**config.mk**
```make
export PLATFORM = sky130hd
export DESIGN_NAME = pe_dispatcher
export DESIGN_NICKNAME = d
export VERILOG_FILES = /design/src/rtl/pe_pkg.sv /design/src/rtl/pe_dispatch_cnt.sv /design/src/rtl/pe_dispatcher.sv
export SDC_FILE = /design/constraint.sdc
export NUM_CORES = 1
export LEC_CHECK = 0
export ABC_AREA = 1
export BUFFER_PORTS_ARGS = -buffer_cell sky130_fd_sc_hd__buf_2
export CAP_MARGIN = 20
export CORE_UTILIZATION = 60
export DETAILED_ROUTE_END_ITERATION = 7
export PLACE_DENSITY = 0.86
export SYNTH_ARGS = -nofsm -noshare
export SYNTH_HDL_FRONTEND = slang
export SYNTH_HIERARCHICAL = 1
export SYNTH_SLANG_ARGS = --single-unit
```
**constraint.sdc**
```tcl
create_clock -name clk -period 4.6 [get_ports clk]
set_clock_uncertainty 0.1 [all_clocks]
set_input_delay 0.69 -clock clk [delete_from_list [all_inputs] [get_ports clk]]
set_output_delay 0.69 -clock clk [all_outputs]
set_load 0.01 [all_outputs]
```
**src/rtl/pe_pkg.sv**
```systemverilog
// Shared PE-array definitions: default counter width and dispatcher FSM encodings.
package pe_pkg;

    localparam int unsigned PE_CNT_W = 16;

    typedef enum logic [1:0] {
        IDLE  = 2'd0,
        ISSUE = 2'd1,
        DRAIN = 2'd2,
        FIN   = 2'd3
    } pe_state_e;

endpackage

```
**src/rtl/pe_dispatch_cnt.sv**
```systemverilog
// Job index counter with enable, synchronous clear and terminal-count flag (idx == num_jobs-1).
module pe_dispatch_cnt #(
    parameter int unsigned W = 16
) (
    input  logic         clk,
    input  logic         rst_n,
    input  logic         clr,
    input  logic         en,
    input  logic [W-1:0] num_jobs,
    output logic [W-1:0] idx,
    output logic         tc_c
);

    assign tc_c = (idx == (num_jobs - W'(1)));

    // Holds at the terminal index so the count never wraps.
    always_ff @(posedge clk or negedge rst_n) begin
        if (!rst_n) begin
            idx <= '0;
        end else if (clr) begin
            idx <= '0;
        end else if (en && !tc_c) begin
            idx <= idx + W'(1);
        end
    end

endmodule

```
**src/rtl/pe_dispatcher.sv**
```systemverilog
// Initiator side of the PE valid/ack/ready handshake: issues a batch of job indices, drains, pulses done.
// Optional PE_DISPATCH_STATS_EN build adds stall_cnt and proto_err outputs.
module pe_dispatcher
    import pe_pkg::*;
#(
    parameter int unsigned CNT_W = PE_CNT_W
) (
    input  logic             clk,
    input  logic             rst_n,
    input  logic             start,
    input  logic [CNT_W-1:0] num_jobs,
    input  logic             abort,
    input  logic             pe_ack,
    input  logic             pe_ready,
    output logic             o_valid,
    output logic [CNT_W-1:0] job_idx,
    output logic             busy,
    output logic             done
`ifdef PE_DISPATCH_STATS_EN
    ,
    output logic [31:0]      stall_cnt,
    output logic             proto_err
`endif
);

    pe_state_e        state_q;
    pe_state_e        state_d;
    logic             o_valid_d;
    logic             done_d;
    logic             drain_first_q;
    logic             drain_first_d;
    logic [CNT_W-1:0] jobs_q;
    logic             start_acc;
    logic             cnt_en;
    logic             tc_c;

    assign start_acc = (state_q == IDLE) && start;
    assign cnt_en    = (state_q == ISSUE) && pe_ack;

    pe_dispatch_cnt #(
        .W (CNT_W)
    ) u_cnt (
        .clk      (clk),
        .rst_n    (rst_n),
        .clr      (start_acc),
        .en       (cnt_en),
        .num_jobs (jobs_q),
        .idx      (job_idx),
        .tc_c     (tc_c)
    );

    // Next state and next registered outputs; o_valid only falls on the terminal ack or abort.
    always_comb begin
        state_d       = state_q;
        o_valid_d     = o_valid;
        done_d        = 1'b0;
        drain_first_d = 1'b0;
        case (state_q)
            IDLE: begin
                if (start) begin
                    if (num_jobs != '0) begin
                        state_d   = ISSUE;
                        o_valid_d = 1'b1;
                    end else begin
                        state_d = FIN;
                        done_d  = 1'b1;
                    end
                end
            end
            ISSUE: begin
                if ((pe_ack && tc_c) || abort) begin
                    state_d       = DRAIN;
                    o_valid_d     = 1'b0;
                    drain_first_d = 1'b1;
                end
            end
            DRAIN: begin
                // The PE is busy right after an ack, so the first DRAIN cycle's pe_ready is stale.
                if (!drain_first_q && pe_ready) begin
                    state_d = FIN;
                    done_d  = 1'b1;
                end
            end
            FIN: begin
                state_d = IDLE;
            end
            default: begin
                state_d   = IDLE;
                o_valid_d = 1'b0;
            end
        endcase
    end

    always_ff @(posedge clk or negedge rst_n) begin
        if (!rst_n) begin
            state_q       <= IDLE;
            o_valid       <= 1'b0;
            busy          <= 1'b0;
            done          <= 1'b0;
            drain_first_q <= 1'b0;
            jobs_q        <= '0;
        end else begin
            state_q       <= state_d;
            o_valid       <= o_valid_d;
            busy          <= (state_d != IDLE);
            done          <= done_d;
            drain_first_q <= drain_first_d;
            if (start_acc) begin
                jobs_q <= num_jobs;
            end
        end
    end

`ifdef PE_DISPATCH_STATS_EN
    // Saturating stall counter and sticky ack-without-valid flag.
    always_ff @(posedge clk or negedge rst_n) begin
        if (!rst_n) begin
            stall_cnt <= '0;
            proto_err <= 1'b0;
        end else begin
            if (start_acc) begin
                stall_cnt <= '0;
            end else if (o_valid && !pe_ack && (stall_cnt != '1)) begin
                stall_cnt <= stall_cnt + 32'd1;
            end
            if (pe_ack && !o_valid) begin
                proto_err <= 1'b1;
            end
        end
    end
`endif

endmodule

```
==> impl_metrics.toml <==
[power_and_ir_drop]
power_density_mw_per_mm2 = 511
vdd_drop_max_mv = 0.314
p_leak_nw = 1.80
p_total_mw = 1.57

[drt]
viasPerCell = 5.43
ant_nets = 0
dr.pass1.iters = 5
drt_iter0_markers = 197
drc_errors = 0
vias = 2651
routed_wl_microns = 6530
wl_per_cell_microns = 13.4

[job]
maxCapViolCount = 0

[layout]
final_cell_mix = "nand2_1, nor2_1, inv_1"
fin_nets = 459
area_growth_pct = 9.71
diodes = 0
drive_gt1_share_pct = 20.2
final_common_cell = "nand2_1"

[clock_network]
worst_skew_pair.late_latency_ns = 0.29
clockBufferDepth = 2
hold_buffers = 0
cts_buffers = 5
cts.sinks = 38
htree_levels = 2
cts_setup_buffers = 0
cts_tree = "done"
path_clk_slew_ns = 0.08
root_buffer = "clkbuf_8"
cts_resized = 0

[timing]
finalMaxSlewViolations = 0
fmax_mhz = 413
final.min_clock_period_ns = 2.42
finalCritPeriodShare_pct = 52.6
finalHoldViolCount = 0
fin_ws_ns = 2.18
rsz0062_at_grt = "no"
tightestPinTransition_ns = 1.11
finalSetupViolCount = 0
max_slew_margin_pct = 26.0
finalSetupTns_ns = 0

[die]
die_height_microns = 70.4
core_area_sq_mm = 0.00441
die_w_microns = 70.4
row_count = 24
num_io_pins = 41
start_util_pct = 63.6
dieArea_sq_mm = 0.00496

[setup_path]
worst-path-max-fanout = 18
worst-path-buf-inv = 3
crit_path_end_kind = "register"
crit_chain = "inv_2, ha_1, nand2_1, nand2_1, nor2_1, nor2_1, nand2_1, nor2_1, nand3_1, nor2_4, nand2_4, inv_2, nand2_1, nand2_1, inv_1, nor2_1, nor2_1, nand3_1"
crit_path_top_delay_cell = "dfrtp_1"
r2r_cells = 18
cp.depth = 18
critPathRequiredTime_ns = 4.73
rrSetupSlack_ns = 2.18
crit_end = "busy"
r2r-start = "jobs_q[0]"
critPathTopFamily = "simple AND/OR/NAND/NOR gates"
startpoint_type = "register"
crit_arrival_ns = 2.55
cp-startpoint = "jobs_q[0]"
slowest_delay_ns = 0.40
r2r-end = "busy"
critPathKind = "register to register"

[yosys]
synth_edf_count = 0
async_reset_ff_share_pct = 100
syn_area_per_cell_sq_um = 6.97
syn_inst = 403
synth_top_area_share_pct = 33.9
yosysTopAreaCell = "dfrtp_1"
yosys_warnings = 6
synth_cell_types = 27
syn_area_sq_mm = 0.00281
yosys_most_used_dff = "dfrtp_1"
synth.ff_latch_count = 38
synth_nets = 427
synthTopCellsByArea = "dfrtp_1, nand2_1, xor2_1"
seq_area_frac_synth_pct = 33.9

[grt]
gr-usage-all-layers_pct = 28.7
grt_pass1_wl_microns = 11300
antenna_found_initial = 0
grt_max_degree = 39
grt_pass1_vias = 2484
gr-total-overflow = 0

[placed_design]
preCtsSetupSlack_ns = 2.20
portBuffers = 40
post-dp-hpwl_microns = 4710
place_congestion = 0.918

[run_status]
status = "finished clean"

[worst_hold_path]
min_path_type = "primary input to async pin"
report_power, final:
group,internal (mW),total [mW],switching [mW]
combinational,0.253,0.748,0.495
clock,0.151,0.270,0.119
sequential,0.432,0.556,0.125
total,0.836,1.57,0.739
sequential cells by signal (all words and copies together) (netlist names):
register       cells
jobs_q            16
u_cnt/idx         16
state_q            2
busy               1
done               1
drain_first_q      1
o_valid            1
routing by layer:
| metal | part of all wire, % | GRT usage, % |
|---|---|---|
| met4 | 1.1 | 8.44 |
| met2 | 49 | 48.7 |
| met1 | 43 | 37.2 |
| met3 | 6.0 | 4.91 |
| met5 | 0 | 0 |
logic make-up (layout without fill, tap and decap cells):
| kind of cell | after synthesis | after routing | share of synthesized area, % |
|---|---|---|---|
| and+or+nand+nor | 268 | 268 | 45.6 |
| xor gates and xnor gates | 26 | 26 | 8.11 |
| adders and majority gates | 2 | 2 | 0.891 |
| buffers and inverters | 64 | 97 | 10.6 |
| DFF | 38 | 38 | 33.9 |
| AOI/OAI and AO/OA | 5 | 5 | 0.891 |
cell usage after synthesis, types with 2 or more instances:
library cell and number:
buf_12 2, xnor2_1 6, nand2_4 4, dfrtp_1 38
inv_1 43, nor2_4 3, o21ai_1 4, nand3_1 22
nor2_1 45, inv_2 4, xor2_1 20, buf_2 11
nor2_2 8, nand2_2 7, nand4_1 21, buf_1 2
nand3_2 10, nand2_1 141, nor3_1 3, ha_1 2
per-stage QoR:
step | util (%) | cells | instance area (sq um) | hold slack (ns)
floorplan | - | 403 | 2810 | 0.294
global placement | 67.1 | 479 | 2960 | 0.393
detailed placement | 67.3 | 480 | 2970 | 0.402
CTS | 69.8 | 488 | 3080 | 0.423
global route | 69.8 | 488 | 3080 | 0.443
finish | 69.8 | 488 | 3080 | 0.404
worst min path at each step:
| stage | startpoint | end | slack, ns | depth (start not counted) |
|---|---|---|---|---|
| 2_1_floorplan | rst_n | busy | 0.29 | 0 |
| 4_1_cts | jobs_q[15] | jobs_q[15] | 0.42 | 2 |
| 3_3_place_gp | o_valid | o_valid | 0.39 | 2 |
| 6_report | rst_n | jobs_q[4] | 0.40 | 1 |
| 5_1_grt | jobs_q[15] | jobs_q[15] | 0.44 | 2 |
| 3_5_place_dp | jobs_q[15] | jobs_q[15] | 0.40 | 2 |
cell type report:
type	count	area (sq um)
Sequential cell	38	951
Fill cell	383	1330
Inverter	48	188
Multi-Input combinational cell	301	1560
Tap cell	52	65.1
Timing Repair Buffer	41	208
Clock buffer	8	110
Note: power is estimated with default switching activity, not from simulation.
